<file path="src/rtl/sr_drive_ctrl.sv">
// Debounced, arbitrated S/R pulse driver for a clocked SR flip-flop; S and R never overlap.
// Latency: raw edge to S/R = DEBOUNCE+2 cycles when idle; no backpressure, requests queue as pending flags.
module sr_drive_ctrl #(
  parameter int DEBOUNCE = 4,
  parameter int CNT_W    = 8,
  parameter int HOLD     = 1,
  parameter bit PRI_SET  = 1'b1
) (
  input  logic CLK,
  input  logic RST,
  input  logic SET_IN,
  input  logic CLR_IN,
  input  logic Q_FB,
  output logic S,
  output logic R,
  output logic BUSY,
  output logic CONFLICT,
  output logic DROPPED
);

  localparam logic [1:0] IDLE    = 2'd0;
  localparam logic [1:0] DRIVE_S = 2'd1;
  localparam logic [1:0] DRIVE_R = 2'd2;
  localparam logic [1:0] GAP     = 2'd3;

  localparam logic [CNT_W-1:0] DB_LAST   = CNT_W'(DEBOUNCE - 1);
  localparam logic [3:0]       HOLD_INIT = 4'(HOLD);

  // Bit 0 is the set channel, bit 1 the clear channel.
  logic [1:0]       sync1, sync2, db, db_d, db_n;
  logic [CNT_W-1:0] cnt_set, cnt_clr, cnt_set_n, cnt_clr_n;
  logic [1:0]       rise, pend, pend_eff, pend_n;
  logic [1:0]       state, state_n;
  logic [3:0]       hold, hold_n;
  logic             conflict_n, dropped_n, serve_set;

  always_comb begin
    db_n      = db;
    cnt_set_n = '0;
    cnt_clr_n = '0;
    if (sync2[0] != db[0]) begin
      if (cnt_set == DB_LAST) db_n[0] = sync2[0];
      else                    cnt_set_n = cnt_set + CNT_W'(1);
    end
    if (sync2[1] != db[1]) begin
      if (cnt_clr == DB_LAST) db_n[1] = sync2[1];
      else                    cnt_clr_n = cnt_clr + CNT_W'(1);
    end
  end

  // A fresh edge is arbitrated in the same cycle it is detected, saving a cycle of latency.
  assign rise     = db & ~db_d;
  assign pend_eff = pend | rise;

  always_comb begin
    state_n    = state;
    hold_n     = hold;
    pend_n     = pend_eff;
    conflict_n = 1'b0;
    dropped_n  = 1'b0;
    serve_set  = 1'b0;
    case (state)
      IDLE: begin
        if (pend_eff != 2'b00) begin
          if (pend_eff == 2'b11) begin
            conflict_n = 1'b1;
            serve_set  = PRI_SET;
          end else begin
            serve_set  = pend_eff[0];
          end
          if (serve_set) begin
            pend_n[0] = 1'b0;
            if (Q_FB) dropped_n = 1'b1;
            else begin
              state_n = DRIVE_S;
              hold_n  = HOLD_INIT;
            end
          end else begin
            pend_n[1] = 1'b0;
            if (!Q_FB) dropped_n = 1'b1;
            else begin
              state_n = DRIVE_R;
              hold_n  = HOLD_INIT;
            end
          end
        end
      end
      DRIVE_S, DRIVE_R: begin
        if (hold == 4'd1) begin
          state_n = GAP;
          hold_n  = 4'd0;
        end else begin
          hold_n  = hold - 4'd1;
        end
      end
      GAP:     state_n = IDLE;
      default: state_n = IDLE;
    endcase
  end

  always_ff @(posedge CLK) begin
    if (RST) begin
      sync1    <= 2'b00;
      sync2    <= 2'b00;
      db       <= 2'b00;
      db_d     <= 2'b00;
      cnt_set  <= '0;
      cnt_clr  <= '0;
      pend     <= 2'b00;
      state    <= IDLE;
      hold     <= 4'd0;
      S        <= 1'b0;
      R        <= 1'b0;
      BUSY     <= 1'b0;
      CONFLICT <= 1'b0;
      DROPPED  <= 1'b0;
    end else begin
      sync1    <= {CLR_IN, SET_IN};
      sync2    <= sync1;
      db       <= db_n;
      db_d     <= db;
      cnt_set  <= cnt_set_n;
      cnt_clr  <= cnt_clr_n;
      pend     <= pend_n;
      state    <= state_n;
      hold     <= hold_n;
      S        <= (state_n == DRIVE_S);
      R        <= (state_n == DRIVE_R);
      BUSY     <= (state_n != IDLE);
      CONFLICT <= conflict_n;
      DROPPED  <= dropped_n;
    end
  end

endmodule

</file>
<file path="config.mk">
export PLATFORM = sky130hd
export DESIGN_NAME = sr_drive_ctrl
export DESIGN_NICKNAME = d
export VERILOG_FILES = /design/src/rtl/sr_drive_ctrl.sv
export SDC_FILE = /design/constraint.sdc
export NUM_CORES = 1
export LEC_CHECK = 0
export CORE_MARGIN = 1.5
export CORE_UTILIZATION = 50
export DETAILED_ROUTE_END_ITERATION = 8
export GPL_TIMING_DRIVEN = 0
export PLACE_DENSITY_LB_ADDON = 0.1
export SLEW_MARGIN = 20
export SYNTH_ARGS = -nofsm -noshare
export SYNTH_HDL_FRONTEND = slang
export SYNTH_SLANG_ARGS = --single-unit
</file>
<file path="constraint.sdc">
create_clock -name CLK -period 1.92 [get_ports CLK]
set_clock_uncertainty 0.1 [all_clocks]
set_input_delay 0.288 -clock CLK [delete_from_list [all_inputs] [get_ports CLK]]
set_output_delay 0.288 -clock CLK [all_outputs]
set_load 0.05 [all_outputs]
</file>
==> results.sh, run 1 <==
export IMPL_outcome="finished clean"
export IMPL_multi_input_area_um2=820
export IMPL_cp_arrival_ns=1.46
export IMPL_wl_um=2780
export IMPL_synth_fp_nets=181
export IMPL_hold_buffers=0
export IMPL_hold_path_class="register to register"
export IMPL_crit_fanout=1
export IMPL_num_antenna_cells=0
export IMPL_max_freq_mhz=541
export IMPL_dpl_hpwl_um=2020
export IMPL_drv_slew=0
export IMPL_yosysUniqueCellTypes=40
export IMPL_first_pass_iters=4
export IMPL_drt_iter0_drc=45
export IMPL_placed_cells=223
export IMPL_post_route_drc_count=0
export IMPL_stdcell_count=231
export IMPL_cts_root_buf="clkbuf_4"
export IMPL_postLayoutCellArea_mm2=0.00179
export IMPL_pin_count=10
export IMPL_leakagePower_nw=0.667
export IMPL_place_congestion=0.778
export IMPL_drtAntennaViolNets=0
export IMPL_synth_seq_cells=37
export IMPL_synth_main_ff_cell="dfxtp_1"
export IMPL_grt_max_degree=11
export IMPL_hold_slack_ns=0.343
export IMPL_crit_buf_inv=1
export IMPL_clockBufferDepth=2
export IMPL_antenna_found_initial=0
export IMPL_crit_chain="clkdlybuf4s50_1"
export IMPL_cts_tree="yes"
export IMPL_numCtsBuffers=5
export IMPL_die_w_um=59.5
export IMPL_timing_final_crit_share_pct=96.3
export IMPL_syn_area_mm2=0.00160
export IMPL_cpPeakStageDelay_ns=0.79
export IMPL_hold_viol=0
export IMPL_setup_viol=0
export IMPL_cp_top_family="buffers and inverters"
export IMPL_finish_utilization_pct=58.7
export IMPL_clkTransAtPathRegs_ns=0.10
export IMPL_io_buffer_count=9
export IMPL_cts_setup_buffers=0
export IMPL_fill_cells=289
export IMPL_syn_area_per_cell_um2=9.40
export IMPL_start_kind="register"
export IMPL_critPathKind="register to output port"
export IMPL_crit_slowest_cell="clkdlybuf4s50_1"
export IMPL_clk_latency_ns=0.33
export IMPL_setup_tns_final_ns=0
export IMPL_grt_first_pass_wirelength_um=4820
export IMPL_power_density_mw_per_mm2=665
export IMPL_synth_edf_count=0
export IMPL_ctsResizeCount=0
export IMPL_ys_seq_area_share_pct=46.4
export IMPL_start_util_pct=52.3
export IMPL_cp_end_kind="output port"
export IMPL_core_area_mm2=0.00305
export IMPL_slew_headroom_pct=66.2
export IMPL_fp_dieH_um=59.5
export IMPL_ff_latch_area_um2=741
export IMPL_overflow=0
export IMPL_vias_per_cell=5.21
export IMPL_async_reset_ff_share_pct=0
export IMPL_crit_required_ns=1.53
export IMPL_nNetsFinal=197
export IMPL_clock_sinks=37
export IMPL_die_area_mm2=0.00354
export IMPL_rsz0062_at_grt="false"
export IMPL_wl_per_cell_um=12.0
export IMPL_ir_drop_mv=0.307
export IMPL_drive_above_1_share_pct=6.95
export IMPL_placed_area_mm2=0.00174
export IMPL_max_cap_viol_count=0
export IMPL_syn_inst=170
export IMPL_h_tree_depth=2
export IMPL_grt_pass1_vias=1132
export IMPL_vias=1203
export IMPL_grt_use_total_pct=18.1
export IMPL_row_count=20
export IMPL_yosys_warnings=0
export IMPL_syn_to_final_growth_pct=12.1
export IMPL_worst_pin_slew_ns=0.508
export IMPL_period_minus_slack_ns=1.85
[layout by cell type (no fill, tap or decap), drive strengths merged, types with 2 or more instances in the layout]
cell	n
and2b	2
clkdlybuf4s50	9
ha	6
o21ai	4
a21oi	5
nand2	8
a31oi	2
mux2i	2
xnor2	6
inv	8
o21a	2
nor4	2
nor3b	2
nor3	4
nor2	26
nor2b	8
and2	3
o32ai	2
nand2b	2
xor2	8
dfxtp	37
and3	7
clkbuf	10
nand3	10
[worst register-to-register path: stages (launching register included)]
cell and delay (ns):
dfxtp_1 0.36, inv_1 0.09, ha_1 0.41, nor4b_1 0.36, nor2_1 0.09, a21oi_1 0.14
o32ai_1 0.10
[cell usage after synthesis, types with 2 or more instances]
| master | n | area (um^2) |
|---|---|---|
| dfxtp_1 | 37 | 741 |
| nor2_1 | 26 | 97.6 |
| nand3_1 | 10 | 50.1 |
| inv_1 | 8 | 30.0 |
| nand2_1 | 8 | 30.0 |
| nor2b_1 | 8 | 50.1 |
| xor2_1 | 8 | 70.1 |
| and3_1 | 7 | 43.8 |
| ha_1 | 6 | 75.1 |
| xnor2_1 | 6 | 52.6 |
| a21oi_1 | 5 | 25.0 |
| nor3_1 | 4 | 20.0 |
| o21ai_0 | 3 | 15.0 |
| and2_1 | 2 | 12.5 |
| clkbuf_1 | 2 | 7.51 |
| mux2i_1 | 2 | 20.0 |
| nand2b_1 | 2 | 12.5 |
| nor3b_1 | 2 | 15.0 |
| nor4_1 | 2 | 12.5 |
| o21a_1 | 2 | 15.0 |
[metal layers]
layer,global-route usage [%],part of all wire [%],vias up
met5,0,0,-
met1,21.0,46,561
met4,9.52,2.0,0
li1,-,-,619
met2,30.0,49,16
met3,5.46,3.2,7
[final cells by class]
type                            instances  area share, %
Sequential cell                        37           41.3
Multi-Input combinational cell        123           45.7
Clock buffer                            8           2.72
Inverter                                8           1.68
Tap cell                               44           3.07
Timing Repair Buffer                    9           5.03
Buffer                                  2          0.419
[worst paths after layout]
| check | end | from | slack [ns] | cells after the start |
|---|---|---|---|---|
| hold reg to reg | cnt_clr[0] | cnt_clr[0] | 0.34 | 1 |
| hold / removal | cnt_clr[0] | cnt_clr[0] | 0.34 | 1 |
| setup reg to reg | hold[3] | state[0] | 0.16 | 6 |
| setup / recovery | DROPPED | DROPPED | 0.07 | 1 |
[registers in the layout, indices dropped and copies added, names as in the netlist]
name / count
DROPPED: 1
BUSY: 1
cnt_set: 8
CONFLICT: 1
sync2: 2
sync1: 2
db: 2
pend: 2
S: 1
state: 2
cnt_clr: 8
db_d: 2
hold: 4
R: 1
[report_power, final]
part	internal (mW)	switching, mW
logic	0.0138	0.0183
clock network	0.146	0.238
registers	0.772	0.00262
total	0.932	0.259
[per-stage QoR]
| step | worst slack (ns) | power (mW) |
|---|---|---|
| after global placement | 0.0206 | 0.824 |
| after floorplan | 0.402 | 0.809 |
| final | 0.0713 | 1.19 |
| after detailed placement | 0.0278 | 0.825 |
| after global routing | 0.0287 | 1.25 |
| after CTS | 0.0470 | 1.21 |
[cell families (layout without fill, tap and decap cells)]
| family | Yosys count | after routing | synth area share (%) |
|---|---|---|---|
| simple gates | 78 | 78 | 25.0 |
| flops | 37 | 37 | 46.4 |
| compound gates | 23 | 23 | 12.7 |
| xor+xnor | 14 | 14 | 7.67 |
| buf+inv | 10 | 27 | 2.35 |
| fa+ha+maj | 6 | 6 | 4.70 |
| mux | 2 | 2 | 1.25 |
Note: power is estimated with default switching activity, not from simulation.
==> run 2, diff against run 1 <==
==> constraint.sdc (replaced) <==
create_clock -name CLK -period 1.5 [get_ports CLK]
set_clock_uncertainty 0.1 [all_clocks]
set_input_delay 0.225 -clock CLK [delete_from_list [all_inputs] [get_ports CLK]]
set_output_delay 0.225 -clock CLK [all_outputs]
set_load 0.05 [all_outputs]
==> run 2 against run 1 <==
Against the previous run: register-to-register slack worse by 0.16 ns; sequential cell count is the same; sequential power increased by 28%; hold slack got worse by 0.0041 ns; clock power increased by 120%; highest routed layer unchanged; count of clock-buffer cells in the layout decreased by 3; total power is 57% higher; worst setup slack got worse by 0.067 ns; first-iteration DRC count is 2.2% higher; design area rose by 9.1%; non-clock buffer count up 4; via count increased by 0.91%.
==> results.sh, run 2 (synthesis results as in run 1) <==
export IMPL_top_regs="cnt_clr: 8 flops, cnt_set: 8 flops, hold: 4 flops"
export IMPL_crit_buf_inv=0
export IMPL_crit_fanout=5
export IMPL_place_congestion=0.744
export IMPL_start_kind="register"
export IMPL_critPathKind="register to register"
export IMPL_clockBufferDepth=2
export IMPL_final_common_cell="dfxtp_1"
export IMPL_drive_above_1_share_pct=21.5
export IMPL_wl_um=3020
export IMPL_grt_use_total_pct=18.8
export IMPL_cp_top_family="simple AND/OR/NAND/NOR gates"
export IMPL_max_freq_mhz=668
export IMPL_clk_latency_ns=0.33
export IMPL_row_count=20
export IMPL_drt_iter0_drc=46
export IMPL_layout_setup_ws_ns=0.00396
export IMPL_worst_pin_slew_ns=0.505
export IMPL_r2r_setup_slack_ns=0.004
export IMPL_ir_drop_mv=0.478
export IMPL_first_pass_iters=4
export IMPL_r2r_end="R"
export IMPL_holdPathEnd="sync1[0]"
export IMPL_hold_viol=0
export IMPL_fp_dieH_um=59.5
export IMPL_post_route_drc_count=0
export IMPL_pin_count=10
export IMPL_cp_end_kind="register"
export IMPL_vias=1214
export IMPL_cts_root_buf="clkbuf_4"
export IMPL_crit_slowest_cell="dfxtp_4"
export IMPL_grt_max_degree=13
export IMPL_ff_latch_area_um2=749
export IMPL_cts_tree="yes"
export IMPL_dpl_hpwl_um=2050
export IMPL_worstHoldStart="SET_IN"
export IMPL_crit_required_ns=1.64
export IMPL_power_density_mw_per_mm2=958
export IMPL_clkTransAtPathRegs_ns=0.11
export IMPL_cp_arrival_ns=1.63
export IMPL_antenna_found_initial=0
export IMPL_timing_final_crit_share_pct=99.7
export IMPL_numCtsBuffers=5
export IMPL_wl_per_cell_um=12.8
export IMPL_multi_input_area_um2=901
export IMPL_hold_path_class="input port to register"
export IMPL_final_cell_mix="dfxtp_1 (32), nor2_1 (26), nand3_1 (10)"
export IMPL_crit_chain="ha_4 > nor3b_4 > o21a_1 > a31oi_4 > and3_1"
export IMPL_fill_cells=274
export IMPL_cpPeakStageDelay_ns=0.41
export IMPL_clock_sinks=37
export IMPL_io_buffer_count=9
export IMPL_r2r_cells=5
export IMPL_placed_cells=223
export IMPL_finish_utilization_pct=64.0
export IMPL_syn_to_final_growth_pct=22.3
export IMPL_die_w_um=59.5
export IMPL_h_tree_depth=2
export IMPL_period_minus_slack_ns=1.50
export IMPL_max_cap_viol_count=0
export IMPL_drv_slew=0
export IMPL_setup_viol=0
export IMPL_grt_pass1_vias=1177
export IMPL_r2r_start="hold[0]"
export IMPL_start_util_pct=52.3
export IMPL_hold_slack_ns=0.339
export IMPL_stdcell_count=235
export IMPL_rsz0062_at_grt="true"
export IMPL_num_antenna_cells=0
export IMPL_hold_buffers=0
export IMPL_hold_depth=2
export IMPL_grt_first_pass_wirelength_um=4950
export IMPL_cp_num_cells=5
export IMPL_nNetsFinal=201
export IMPL_outcome="finished clean"
export IMPL_vias_per_cell=5.17
export IMPL_drtAntennaViolNets=0
export IMPL_overflow=0
export IMPL_die_area_mm2=0.00354
export IMPL_slew_headroom_pct=66.3
export IMPL_pre_cts_ws_ns=-0.310
export IMPL_leakagePower_nw=0.739
export IMPL_core_area_mm2=0.00305
[run 2: cell count changes in the layout (fill, tap and decap cells not counted), sizes merged]
cell / delta
buf: +4
bufinv: +2
clkdlybuf4s15: +2
clkdlybuf4s50: -5
clkinv: +1
[run 2: cell type report]
class                   count  share of cell area [%]
inverters                   8                    1.54
multi-input cells         123                    46.1
plain buffers               2                   0.448
repair buffers             13                    5.51
flip-flops and latches     37                    38.3
clock buffers               5                    1.92
clock inverters             3                    3.33
well taps                  44                    2.82
[run 2: how the worst max path moves through the flow]
stage / from / endpoint
final: hold[0] / R
after detailed placement: RST / hold[1]
after global placement: RST / hold[1]
after floorplan: hold[1] / R
after global routing: hold[1] / BUSY
after CTS: DROPPED / DROPPED
[run 2: power breakdown]
part	total (mW)	internal (mW)	leakage, nW	switching (mW)
Sequential	0.990	0.987	0.302	0.00320
Clock	0.839	0.516	0.0552	0.323
Combinational	0.0440	0.0187	0.382	0.0252
[run 2: through the flow]
step	cell area, um^2	total power, mW	TNS (ns)
6_report	1950	1.87	0
5_1_grt	1950	1.94	-0.306
3_3_place_gp	1760	1.06	-4.11
4_1_cts	1940	1.89	0
3_5_place_dp	1760	1.06	-4.27
2_1_floorplan	1620	1.04	0
[run 2: worst register-to-register path, cell delays in order (launching register included)]
cell and delay [ns]:
dfxtp_4 0.41, ha_4 0.16, nor3b_4 0.26, o21a_1 0.22, a31oi_4 0.06, and3_1 0.19
[run 2: metal layers]
metal  vias to the layer above  part of all wire, %  track usage, %
li1                        625                    -               -
met1                       570                   44            21.5
met2                        12                   52            32.8
met3                         7                  2.0            3.93
met4                         0                  2.4            9.21
met5                         -                    0               0
[run 2: timing repair]
action,in CTS,in global routing
setup buffers,4,0
resized for setup,27,11
pin swaps,3,4
setup endpoints to repair,14,20
==> run 3, diff against run 2 <==
--- a/config.mk
+++ b/config.mk
@@ -8,7 +8,7 @@
 export CORE_MARGIN = 1.5
 export CORE_UTILIZATION = 50
 export DETAILED_ROUTE_END_ITERATION = 8
-export GPL_TIMING_DRIVEN = 0
+export GPL_TIMING_DRIVEN = 1
 export PLACE_DENSITY_LB_ADDON = 0.1
 export SLEW_MARGIN = 20
 export SYNTH_ARGS = -nofsm -noshare
==> run 3 against run 2 <==
Against the previous run: register-to-register slack about the same; sequential cell count stayed put; sequential power barely moved; combinational power up 18%; largest power group unchanged; design area grew 4.4%; largest cell class unchanged; die area unchanged; critical path type unchanged.
==> results.sh, run 3 (synthesis results as in run 1) <==
export IMPL_outcome="finished clean"
export IMPL_grt_use_total_pct=18.0
export IMPL_pre_cts_ws_ns=-0.192
export IMPL_timing_final_crit_share_pct=99.0
export IMPL_grt_max_degree=11
export IMPL_ff_latch_area_um2=746
export IMPL_layout_setup_ws_ns=0.0145
export IMPL_nNetsFinal=208
export IMPL_grt_pass1_vias=1147
export IMPL_cts_tree="yes"
export IMPL_r2r_start="state[1]"
export IMPL_seqPwrFrac_pct=64.4
export IMPL_drtAntennaViolNets=0
export IMPL_drv_slew=0
export IMPL_numCtsBuffers=5
export IMPL_multi_input_area_um2=922
export IMPL_drt_iter0_drc=52
export IMPL_crit_start="state[1]"
export IMPL_grt_first_pass_wirelength_um=4800
export IMPL_first_pass_iters=4
export IMPL_setup_viol=0
export IMPL_max_freq_mhz=673
export IMPL_hold_viol=0
export IMPL_overflow=0
export IMPL_clockBufferDepth=2
export IMPL_clkTransAtPathRegs_ns=0.11
export IMPL_pin_count=10
export IMPL_rsz0062_at_grt="true"
export IMPL_syn_to_final_growth_pct=27.6
export IMPL_cts_root_buf="clkbuf_4"
export IMPL_start_kind="register"
export IMPL_p_clk_share_pct=32.2
export IMPL_p_comb_share_pct=3.4
export IMPL_row_count=20
export IMPL_crit_required_ns=1.64
export IMPL_slew_headroom_pct=75.1
export IMPL_vias=1232
export IMPL_h_tree_depth=2
export IMPL_vias_per_cell=5.09
export IMPL_clock_sinks=37
export IMPL_worst_pin_slew_ns=0.374
export IMPL_final_common_cell="dfxtp_1"
export IMPL_core_area_mm2=0.00305
export IMPL_finish_utilization_pct=66.8
export IMPL_hold_slack_ns=0.336
export IMPL_max_cap_viol_count=0
export IMPL_p_switching_mw=0.338
export IMPL_hold_buffers=0
export IMPL_dpl_hpwl_um=2090
export IMPL_start_util_pct=52.3
export IMPL_hold_path_class="input port to register"
export IMPL_io_buffer_count=9
export IMPL_finalPower_mw=1.54
export IMPL_crit_fanout=8
export IMPL_fill_cells=243
export IMPL_leakagePower_nw=0.769
export IMPL_ir_drop_mv=0.374
export IMPL_period_minus_slack_ns=1.49
export IMPL_cp_arrival_ns=1.63
export IMPL_antenna_found_initial=0
export IMPL_power_density_mw_per_mm2=754
export IMPL_die_w_um=59.5
export IMPL_die_area_mm2=0.00354
export IMPL_top_regs="cnt_clr: 8 flops, cnt_set: 8 flops, hold: 4 flops"
export IMPL_final_cell_mix="dfxtp_1 (33), nor2_1 (26), buf_4 (13)"
export IMPL_drive_above_1_share_pct=26.3
export IMPL_wl_per_cell_um=12.0
export IMPL_fp_dieH_um=59.5
export IMPL_p_int_mw=1.20
export IMPL_wl_um=2910
export IMPL_critPathKind="register to register"
export IMPL_clk_latency_ns=0.34
export IMPL_place_congestion=0.776
export IMPL_num_antenna_cells=0
export IMPL_setup_tns_final_ns=0
export IMPL_cp_end_kind="register"
export IMPL_power_share_switching_pct=22.0
export IMPL_post_route_drc_count=0
export IMPL_worstHoldStart="SET_IN"
==> run 3: cell types whose count changed in the layout (fill, tap and decap cells not counted), sizes merged <==
| cell | change |
|---|---|
| clkbuf | -2 |
| bufinv | -2 |
| clkinv | -1 |
| buf | +14 |
| clkdlybuf4s15 | -2 |
==> run 3: area by class of cell <==
| class | count | area share, % |
|---|---|---|
| inverters | 8 | 1.47 |
| flip-flops and latches | 37 | 36.6 |
| clock buffers | 8 | 2.39 |
| multi-input cells | 123 | 45.2 |
| well taps | 44 | 2.70 |
| repair buffers | 22 | 11.7 |
==> run 3: metrics by stage <==
stage | area, um^2 | std cells
finish | 2040 | 242
global route | 2040 | 242
CTS | 1990 | 241
detailed placement | 1900 | 234
global placement | 1900 | 234
floorplan | 1620 | 170
==> run 3: worst paths after layout <==
kind	to	slack, ns	cells past startpoint
worst max-delay path	R	0.01	6
worst min-delay path	sync1[0]	0.34	2
worst max register to register	R	0.01	6
worst min register to register	cnt_clr[0]	0.34	1
==> run 3: timing repair <==
item                                    4_1_cts  5_1_grt
endpoints found under the setup margin        7        9
buffers inserted                              0        1
pin swaps                                     2        5
gates cloned                                  0        0
gates resized for setup                      12       13
==> run 3: power by group through the flow <==
| stage | logic [mW] | registers (mW) | clock network [mW] |
|---|---|---|---|
| global placement | 0.0476 | 1.01 | 0 |
| global route | 0.0562 | 0.992 | 0.542 |
| finish | 0.0517 | 0.991 | 0.495 |
| CTS | 0.0504 | 0.991 | 0.507 |
| floorplan | 0.0214 | 1.01 | 0 |
| detailed placement | 0.0488 | 1.01 | 0 |
==> run 3: critical path: stages (launching register included) <==
cell,delay [ns]
dfxtp_2,0.36
inv_2,0.05
ha_4,0.30
nor2b_4,0.16
o21a_1,0.18
a31oi_4,0.06
and3_1,0.18
==> run 3: metal layers <==
layer | track usage (%) | share of wire (%) | vias to the layer above
met2 | 30.9 | 50 | 9
met3 | 5.24 | 2.8 | 6
met5 | 0 | 0 | -
li1 | - | - | 641
met1 | 21.1 | 46 | 576
met4 | 6.67 | 1.6 | 0
